$ cat config.mk
export PLATFORM = sky130hd
export DESIGN_NAME = apb_master_bridge
export DESIGN_NICKNAME = d
export VERILOG_FILES = /design/src/rtl/apb_master_bridge_pkg.sv /design/src/rtl/apb_master_bridge_addr_decoder.sv /design/src/rtl/apb_master_bridge.sv
export SDC_FILE = /design/constraint.sdc
export NUM_CORES = 1
export LEC_CHECK = 0
export BUFFER_PORTS_ARGS = -buffer_cell sky130_fd_sc_hd__buf_2
export CAP_MARGIN = 30
export CORE_AREA = 2 2 118 120
export CTS_BUF_LIST = sky130_fd_sc_hd__clkbuf_8 sky130_fd_sc_hd__clkbuf_16
export DETAILED_ROUTE_END_ITERATION = 12
export DIE_AREA = 0 0 120 122
export PLACE_DENSITY = 0.84
export RECOVER_POWER = 50
export SYNTH_ARGS = -nofsm -noshare
export SYNTH_HDL_FRONTEND = slang
export SYNTH_HIERARCHICAL = 1
export SYNTH_SLANG_ARGS = --single-unit
$ cat constraint.sdc
create_clock -name clk -period 1.84 [get_ports clk]
set_clock_uncertainty 0.2 [all_clocks]
set_input_delay 0.552 -clock clk [delete_from_list [all_inputs] [get_ports clk]]
set_output_delay 0.552 -clock clk [all_outputs]
set_load 0.01 [all_outputs]
$ cat src/rtl/apb_master_bridge_pkg.sv
// Shared types and helpers for the APB master bridge.
package apb_pkg;

    typedef enum logic [1:0] {
        IDLE   = 2'd0,
        SETUP  = 2'd1,
        ACCESS = 2'd2,
        RESP   = 2'd3
    } apb_state_e;

    // Slave index width; never below one bit so a single-slave build still has a vector.
    function automatic int idx_width(input int n);
        return (n > 1) ? $clog2(n) : 1;
    endfunction

endpackage

$ cat src/rtl/apb_master_bridge_addr_decoder.sv
// Combinational address decode of a CPU byte address onto one of NUM_SLV windows.
module apb_addr_decoder
    import apb_pkg::*;
#(
    parameter int              ADDR_W        = 32,
    parameter int              NUM_SLV       = 4,
    parameter logic [ADDR_W-1:0] SLV_BASE    = 32'h1000_0000,
    parameter int              SLV_SIZE_LOG2 = 12,
    localparam int             IDX_W         = idx_width(NUM_SLV)
) (
    input  logic [ADDR_W-1:0]  addr,
    output logic               hit,
    output logic [IDX_W-1:0]   idx,
    output logic [NUM_SLV-1:0] sel
);

    logic [ADDR_W-1:0] off;
    logic [ADDR_W-1:0] win;

    // The base compare rejects addresses below the map so the subtraction cannot wrap into a window.
    always_comb begin
        off = addr - SLV_BASE;
        win = off >> SLV_SIZE_LOG2;
        hit = (addr >= SLV_BASE) && (win < ADDR_W'(NUM_SLV));
        idx = IDX_W'(win);
        sel = hit ? (NUM_SLV'(1) << idx) : '0;
    end

endmodule

$ cat src/rtl/apb_master_bridge.sv
// CPU data bus to APB3 master bridge: SETUP/ACCESS sequencing, decode, error and timeout reporting.
//
// state  | meaning
// IDLE   | waiting for busReq; latches request and decodes it
// SETUP  | PSEL high, PENABLE low, timeout counter cleared
// ACCESS | PSEL and PENABLE high, waiting for PREADY or timeout
// RESP   | one-cycle busReady pulse with busErr/busRData
module apb_master_bridge
    import apb_pkg::*;
#(
    parameter int                ADDR_W        = 32,
    parameter int                DATA_W        = 32,
    parameter int                NUM_SLV       = 4,
    parameter logic [ADDR_W-1:0] SLV_BASE      = 32'h1000_0000,
    parameter int                SLV_SIZE_LOG2 = 12,
    parameter int                TIMEOUT       = 255
) (
    input  logic                      clk,
    input  logic                      rst,
    input  logic                      busReq,
    input  logic                      busWe,
    input  logic [ADDR_W-1:0]         busAddr,
    input  logic [DATA_W-1:0]         busWData,
    output logic [DATA_W-1:0]         busRData,
    output logic                      busReady,
    output logic                      busErr,
    output logic [ADDR_W-1:0]         PADDR,
    output logic [DATA_W-1:0]         PWDATA,
    output logic                      PWRITE,
    output logic                      PENABLE,
    output logic [NUM_SLV-1:0]        PSEL,
    input  logic [NUM_SLV*DATA_W-1:0] PRDATA,
    input  logic [NUM_SLV-1:0]        PREADY,
    input  logic [NUM_SLV-1:0]        PSLVERR
);

    localparam int               IDX_W    = idx_width(NUM_SLV);
    localparam int               CNT_W    = $clog2(TIMEOUT + 1);
    localparam logic [CNT_W-1:0] CNT_LAST = CNT_W'(TIMEOUT - 1);

    apb_state_e         state_q, state_d;
    logic               dec_hit;
    logic [IDX_W-1:0]   dec_idx, idx_q;
    logic [NUM_SLV-1:0] dec_sel, sel_q;
    logic [CNT_W-1:0]   cnt_q;
    logic               err_q;
    logic [DATA_W-1:0]  rdata_q;
    logic               pready_sel, pslverr_sel;
    logic [DATA_W-1:0]  prdata_sel;
    logic               latch_req, cnt_clr, cnt_inc, acc_done, acc_tout;

    apb_addr_decoder #(
        .ADDR_W        (ADDR_W),
        .NUM_SLV       (NUM_SLV),
        .SLV_BASE      (SLV_BASE),
        .SLV_SIZE_LOG2 (SLV_SIZE_LOG2)
    ) u_dec (
        .addr (busAddr),
        .hit  (dec_hit),
        .idx  (dec_idx),
        .sel  (dec_sel)
    );

    // Only the latched slave's handshake lines matter; the rest of the fabric is masked off.
    assign pready_sel  = |(PREADY & sel_q);
    assign pslverr_sel = |(PSLVERR & sel_q);
    assign prdata_sel  = PRDATA[int'(idx_q) * DATA_W +: DATA_W];
    assign busRData    = rdata_q;

    // State register.
    always_ff @(posedge clk) begin
        if (rst) state_q <= IDLE;
        else     state_q <= state_d;
    end

    // Next state, bus strobes and datapath controls.
    always_comb begin
        state_d   = state_q;
        PSEL      = '0;
        PENABLE   = 1'b0;
        busReady  = 1'b0;
        busErr    = 1'b0;
        latch_req = 1'b0;
        cnt_clr   = 1'b0;
        cnt_inc   = 1'b0;
        acc_done  = 1'b0;
        acc_tout  = 1'b0;
        case (state_q)
            IDLE: begin
                if (busReq) begin
                    latch_req = 1'b1;
                    state_d   = dec_hit ? SETUP : RESP;
                end
            end
            SETUP: begin
                PSEL    = sel_q;
                cnt_clr = 1'b1;
                state_d = ACCESS;
            end
            ACCESS: begin
                PSEL    = sel_q;
                PENABLE = 1'b1;
                cnt_inc = 1'b1;
                if (pready_sel) begin
                    acc_done = 1'b1;
                    state_d  = RESP;
                end else if (cnt_q == CNT_LAST) begin
                    acc_tout = 1'b1;
                    state_d  = RESP;
                end
            end
            RESP: begin
                busReady = 1'b1;
                busErr   = err_q;
                state_d  = IDLE;
            end
            default: state_d = IDLE;
        endcase
    end

    // Request latches, timeout counter and response capture.
    always_ff @(posedge clk) begin
        if (rst) begin
            PADDR   <= '0;
            PWDATA  <= '0;
            PWRITE  <= 1'b0;
            idx_q   <= '0;
            sel_q   <= '0;
            cnt_q   <= '0;
            err_q   <= 1'b0;
            rdata_q <= '0;
        end else begin
            if (latch_req) begin
                PADDR   <= busAddr;
                PWDATA  <= busWData;
                PWRITE  <= busWe;
                idx_q   <= dec_idx;
                sel_q   <= dec_sel;
                err_q   <= ~dec_hit;
                rdata_q <= '0;
            end
            if (cnt_clr)      cnt_q <= '0;
            else if (cnt_inc) cnt_q <= cnt_q + 1'b1;
            if (acc_done) begin
                err_q   <= pslverr_sel;
                rdata_q <= PWRITE ? '0 : prdata_sel;
            end
            if (acc_tout) begin
                err_q   <= 1'b1;
                rdata_q <= '0;
            end
        end
    end

endmodule

* Yosys cells after proc, flatten, opt, wreduce, memory -nomap -nowiden
Cells that the tools add are included. Widths: inputs -> output; s select.
Word-level totals: bits in registers 114
Operators by class: $add $sub $neg 2, order comparisons 2, equal/unequal tests 6, shift operators 2, muxes and demuxes 24, bitwise logic cells 3, reduce and logical (&&, ||, !) cells 10
Operator list (count):
- $shiftx 128x8->32 | 1
- $mux 32 | 3
- $ge 32x29->1 const B | 1
- $sub 32x29->32 const B | 1
- $lt 20x3->1 const B | 1
- $mux 1 | 14
- $add 8x1->8 const B | 1
- $and 4x4->4 | 2
- $eq 8x8->1 const B | 1
- $mux 2 | 4
- $mux 4 | 2
- $pmux 2 s4 | 1
- $reduce_or 4->1 | 2
- $reduce_or 2->1 | 3
- $eq 2x2->1 const B | 2
- $shl 1x2->4 const A | 1
- $ne 3x3->1 const B | 1
- $reduce_bool 3->1 | 1
- $eq 2x1->1 const B | 1
- $logic_not 2->1 | 1
- $ne 2x2->1 const B | 1
- $reduce_and 2->1 | 1
- $reduce_bool 2->1 | 1
- $logic_and 1x1->1 | 1
- $not 1->1 | 1

* Depth between registers and ports, before layout
depth after elaboration 7, mapped depth 9, depth with buffers taken out 6

* By module
Netlist, hierarchy kept.
Modules (own cells, without submodules):
- apb_master_bridge | instances 1, cells each 537, area an instance 5004.8 sq um, seq. area each 2282.2 sq um
- apb_addr_decoder | instances 1, cells each 21, area an instance 147.6 sq um, seq. area each 0.0 sq um

* Least setup slack after synthesis
No wires, ideal clock.
path type reg-to-reg, start register state_q[0], end register rdata_q[10] (netlist: busRData[10]), data arrival time 1564 ps, required time 1523 ps, setup slack -41 ps, stages on the path, launching flop included 10, cells stage by stage dfxtp_1 inv_1 ha_1 buf_2 inv_1 a21o_1 buf_2 clkbuf_4 a32oi_1 nor2_1
Between the ends: longest elaborated chain between the ends 3, elaborated cells between the ends (all ways) 8, classes of those cells eq/ne: 1; mux: 4; reduce/logical: 3
Ends and longest elaborated chain:
- start, declared | RTL line apb_master_bridge.sv:41 | apb_state_e state_q, state_d;
- start signal, assigned | RTL line apb_master_bridge.sv:73 | else state_q <= state_d;
- $eq 2x2->1 or $logic_not 2->1 (tied branches) | RTL line apb_master_bridge.sv:88 | case (state_q)
- $mux 1 | RTL line apb_master_bridge.sv:88
- $mux 32 (tied with other cells) | RTL line apb_master_bridge.sv:144 | if (acc_done) begin
- end signal, assigned | RTL line apb_master_bridge.sv:146 | rdata_q <= PWRITE ? '0 : prdata_sel;
- end, declared | RTL line apb_master_bridge.sv:47 | logic [DATA_W-1:0] rdata_q;
Several ways; a longest one is shown, not always the timed one. A chain may end at the register's enable or synchronous reset.

* Worst setup path in the final report
start register state_q[1], end output PSEL[3]
Between the ends: longest elaborated chain between the ends 3, elaborated cells between the ends (all ways) 4, classes of those cells eq/ne: 2; mux: 1; reduce/logical: 1
Ends and longest elaborated chain:
- $eq 2x2->1 or $eq 2x1->1 (tied branches) | RTL line apb_master_bridge.sv:88
- $reduce_or 2->1 (no source line) (*)
- $mux 4 (*) | RTL line apb_master_bridge.sv:88
- end, declared | RTL line apb_master_bridge.sv:31 | output logic [NUM_SLV-1:0] PSEL,
Every way passes the cells marked *; elsewhere a longest branch is shown, timed or not.

==> impl_metrics.toml <==
[critical_path]
crit_type = "flop to output port"
crit_path_end = "PSEL[3]"
endpoint_kind = "output port"
rrSetupSlack_ps = -120
rr_endpoint = "busRData[30]"
critPathMaxFanout = 5
startpoint_type = "flop"
worstPathRequired_ps = 1090
crit_arrival_ps = 1360
r2r_cells = 11
timing.rr.start = "state_q[0]"
crit_start = "state_q[1]"

[clock_tree]
path_clk_slew_ps = 60
clkSinkCount = 114
clk_latency_ps = 410
tritoncts = "done"
numCtsBuffers = 17
cts_root_buf = "clkbuf_16"
cts-htree-levels = 4
cts_buffer_depth = 2

[flow_run]
maxCapViolCount = 0

[timing]
fin_crit_ps = 2108
min_period_over_period_pct = 114.5
hold_slack_ps = 175.0
rsz0062_at_grt = "true"
fin_ws_ps = -267.6
max_clock_freq_mhz = 474.5
hold_viol = 0
slew_headroom_pct = 69.23
tightestPinTransition_ps = 461.5
slew_viol_final = 0
setup_violations = 42

[logic_synthesis]
syn_nets = 769
yosysWarnings = 6
ys_seq_elements = 114
seq_area_frac_synth_pct = 44.29
syn-cell-area_mm2 = 0.005152
synth.avg_cell_area_um2 = 9.234
yosys.cell_types.count = 42
synthCells = 558

[worst_hold_path]
worst_hold_path.num_cells = 3
hp-class = "input port to flop"
hp-start = "busAddr[11]"

[placement]
place.gp.congestion = 0.8628
io_buffer_count = 307
hpwl_um = 12570

[routing]
viasPerCell = 5.088
wl_per_cell_um = 16.51
dr.pass1.iters = 4
ant_nets = 0
routed_wirelength_um = 17870
drt_iter0_drc = 347
drc = 0
dr_total_vias = 5505

[grt]
grt_pass1_wl_um = 26280
grtUsageTotal_pct = 23.44
grt_pass1_vias = 5215
grt_max_degree = 44
antenna_found_initial = 1
overflow = 0

[run_status]
status = "finished, violations left"
failed_checks = "negative setup slack"

[pwr]
switching_power_mw = 2.849
powerDensity_mw_per_mm2 = 1115
switching_share_pct = 31.53
leakage_nw = 3.654
irDropWorstVdd_mv = 0.7302
clkPwrFrac_pct = 35.7
seqPwrFrac_pct = 32.6
internal-power_mw = 6.189
combPwrFrac_pct = 31.8

[floorplanning]
start_util_pct = 38.15
die_area_mm2 = 0.01464
rows = 43
die_x_um = 120
die_y_um = 122
io_pins = 308
core_mm2 = 0.01350

[final_layout]
utilization_pct = 60.04
syn_to_final_growth_pct = 57.36
nets = 1099
drive_gt1_share_pct = 51.05
==> state kept, by name, indices dropped and copies added, names as in the netlist <==
name	count
PADDR	32
busRData	32
state_q	2
err_q	1
idx_q	2
cnt_q	8
sel_q	4
PWRITE	1
PWDATA	32
==> layout make-up <==
cell class	count	area, um2
fill	1192	5396
multi-input combinational	391	2755
sequential	114	2287
timing repair buffer	360	2232
clock buffer	19	452.9
tap	180	225.2
clock inverter	13	135.1
inverter	4	17.52
antenna	1	2.502
==> worst max-delay path, stage by stage, from the launching register on <==
cell and delay (ps):
dfxtp_2 340, inv_2 50, ha_4 310, and2_4 150, buf_6 100
==> placed cells by master, fill, tap and decap left out, types with 4 or more instances in the layout <==
master and count:
xor2_1 4, ha_1 4, buf_4 29, a21oi_1 71
buf_12 11, buf_2 302, nor4_1 4, nand2_1 148
and2_4 4, clkinvlp_4 4, buf_6 10, dfxtp_1 110
dfxtp_2 4, a32oi_1 26, nand2b_1 4, a32oi_2 6
mux4_2 29, clkbuf_16 19, nor2_1 42
==> cells by family after synthesis <==
kind of cell,Yosys count,synth area share (%)
buf+inv,53,5.269
simple gates,224,18.31
fa+ha+maj,7,1.700
xor+xnor,5,0.8499
mux,33,14.40
flops,114,44.29
compound gates,122,15.18
==> Yosys cell counts, drive strengths merged <==
cell    instances  area [um2]
inv             4       15.01
xnor2           1       8.760
xor2            4       35.03
a32oi          32       280.3
a211o           1       8.760
buf            34       188.9
and2            6       37.54
nand4           3       18.77
o211ai          1       7.510
a211oi          2       20.02
mux2i           1       10.01
nor2           43       161.4
nor4b           2       23.77
a41o            1       10.01
or3             4       25.02
dfxtp         114        2282
ha              7       87.58
nand2         150       563.0
or2             1       6.260
a221oi          1       8.760
a21oi          73       365.4
nor3            2       10.01
clkbuf         15       67.56
a31oi           1       6.260
a22oi           4       40.03
nand3           3       20.02
nand2b          4       25.02
a21o            2       15.01
nor4            5       46.29
and3            1       6.260
mux4           32       732.0
o21ai           4       20.02
==> routing by layer <==
metal | wire [um] | up-vias | GRT usage (%)
met1 | 7165 | 2591 | 27.97
met4 | 444 | 0 | 11.69
met3 | 1106 | 33 | 5.337
li1 | - | 2645 | -
met5 | 0 | - | 0
met2 | 9148 | 236 | 39.81
==> worst min path at each step <==
| stage | endpoint | slack, ps |
|---|---|---|
| after floorplan | cnt_q[7] | 260 |
| after global placement | PWDATA[14] | 240 |
| after detailed placement | PADDR[7] | 240 |
| after CTS | PWDATA[24] | 150 |
| after global routing | PWDATA[3] | 170 |
| final | PADDR[11] | 180 |
==> power by group through the flow <==
stage          Combinational [mW]  Sequential, mW  Clock [mW]
5_1_grt                      3.13            2.97        3.39
3_3_place_gp                 2.53            2.96           0
3_5_place_dp                 2.58            2.98           0
2_1_floorplan                1.36            3.09           0
6_report                     2.87            2.94        3.22
4_1_cts                      2.82            2.93        3.29
==> through the flow <==
stage                     cells  setup slack, ps  cell area, um2  total power [mW]  TNS (ps)
after floorplan             558            18.63            5157             4.449         0
after global placement     1034           -182.8            7088             5.487     -1054
after detailed placement   1034           -214.2            7088             5.559     -2384
after CTS                  1077           -275.2            7953             9.042     -2289
after global routing       1082           -313.6            8108             9.495     -7322
final                      1082           -267.6            8108             9.038     -4042
==> repair_timing <==
item                       in CTS  in global routing
resized for setup              33                 21
setup endpoints to repair      33                 47
cloned                          3                  3
buffers inserted                8                  1
pin swaps                      14                  4
hold buffers                    0                  0
Power figures use the tool's default switching activity.
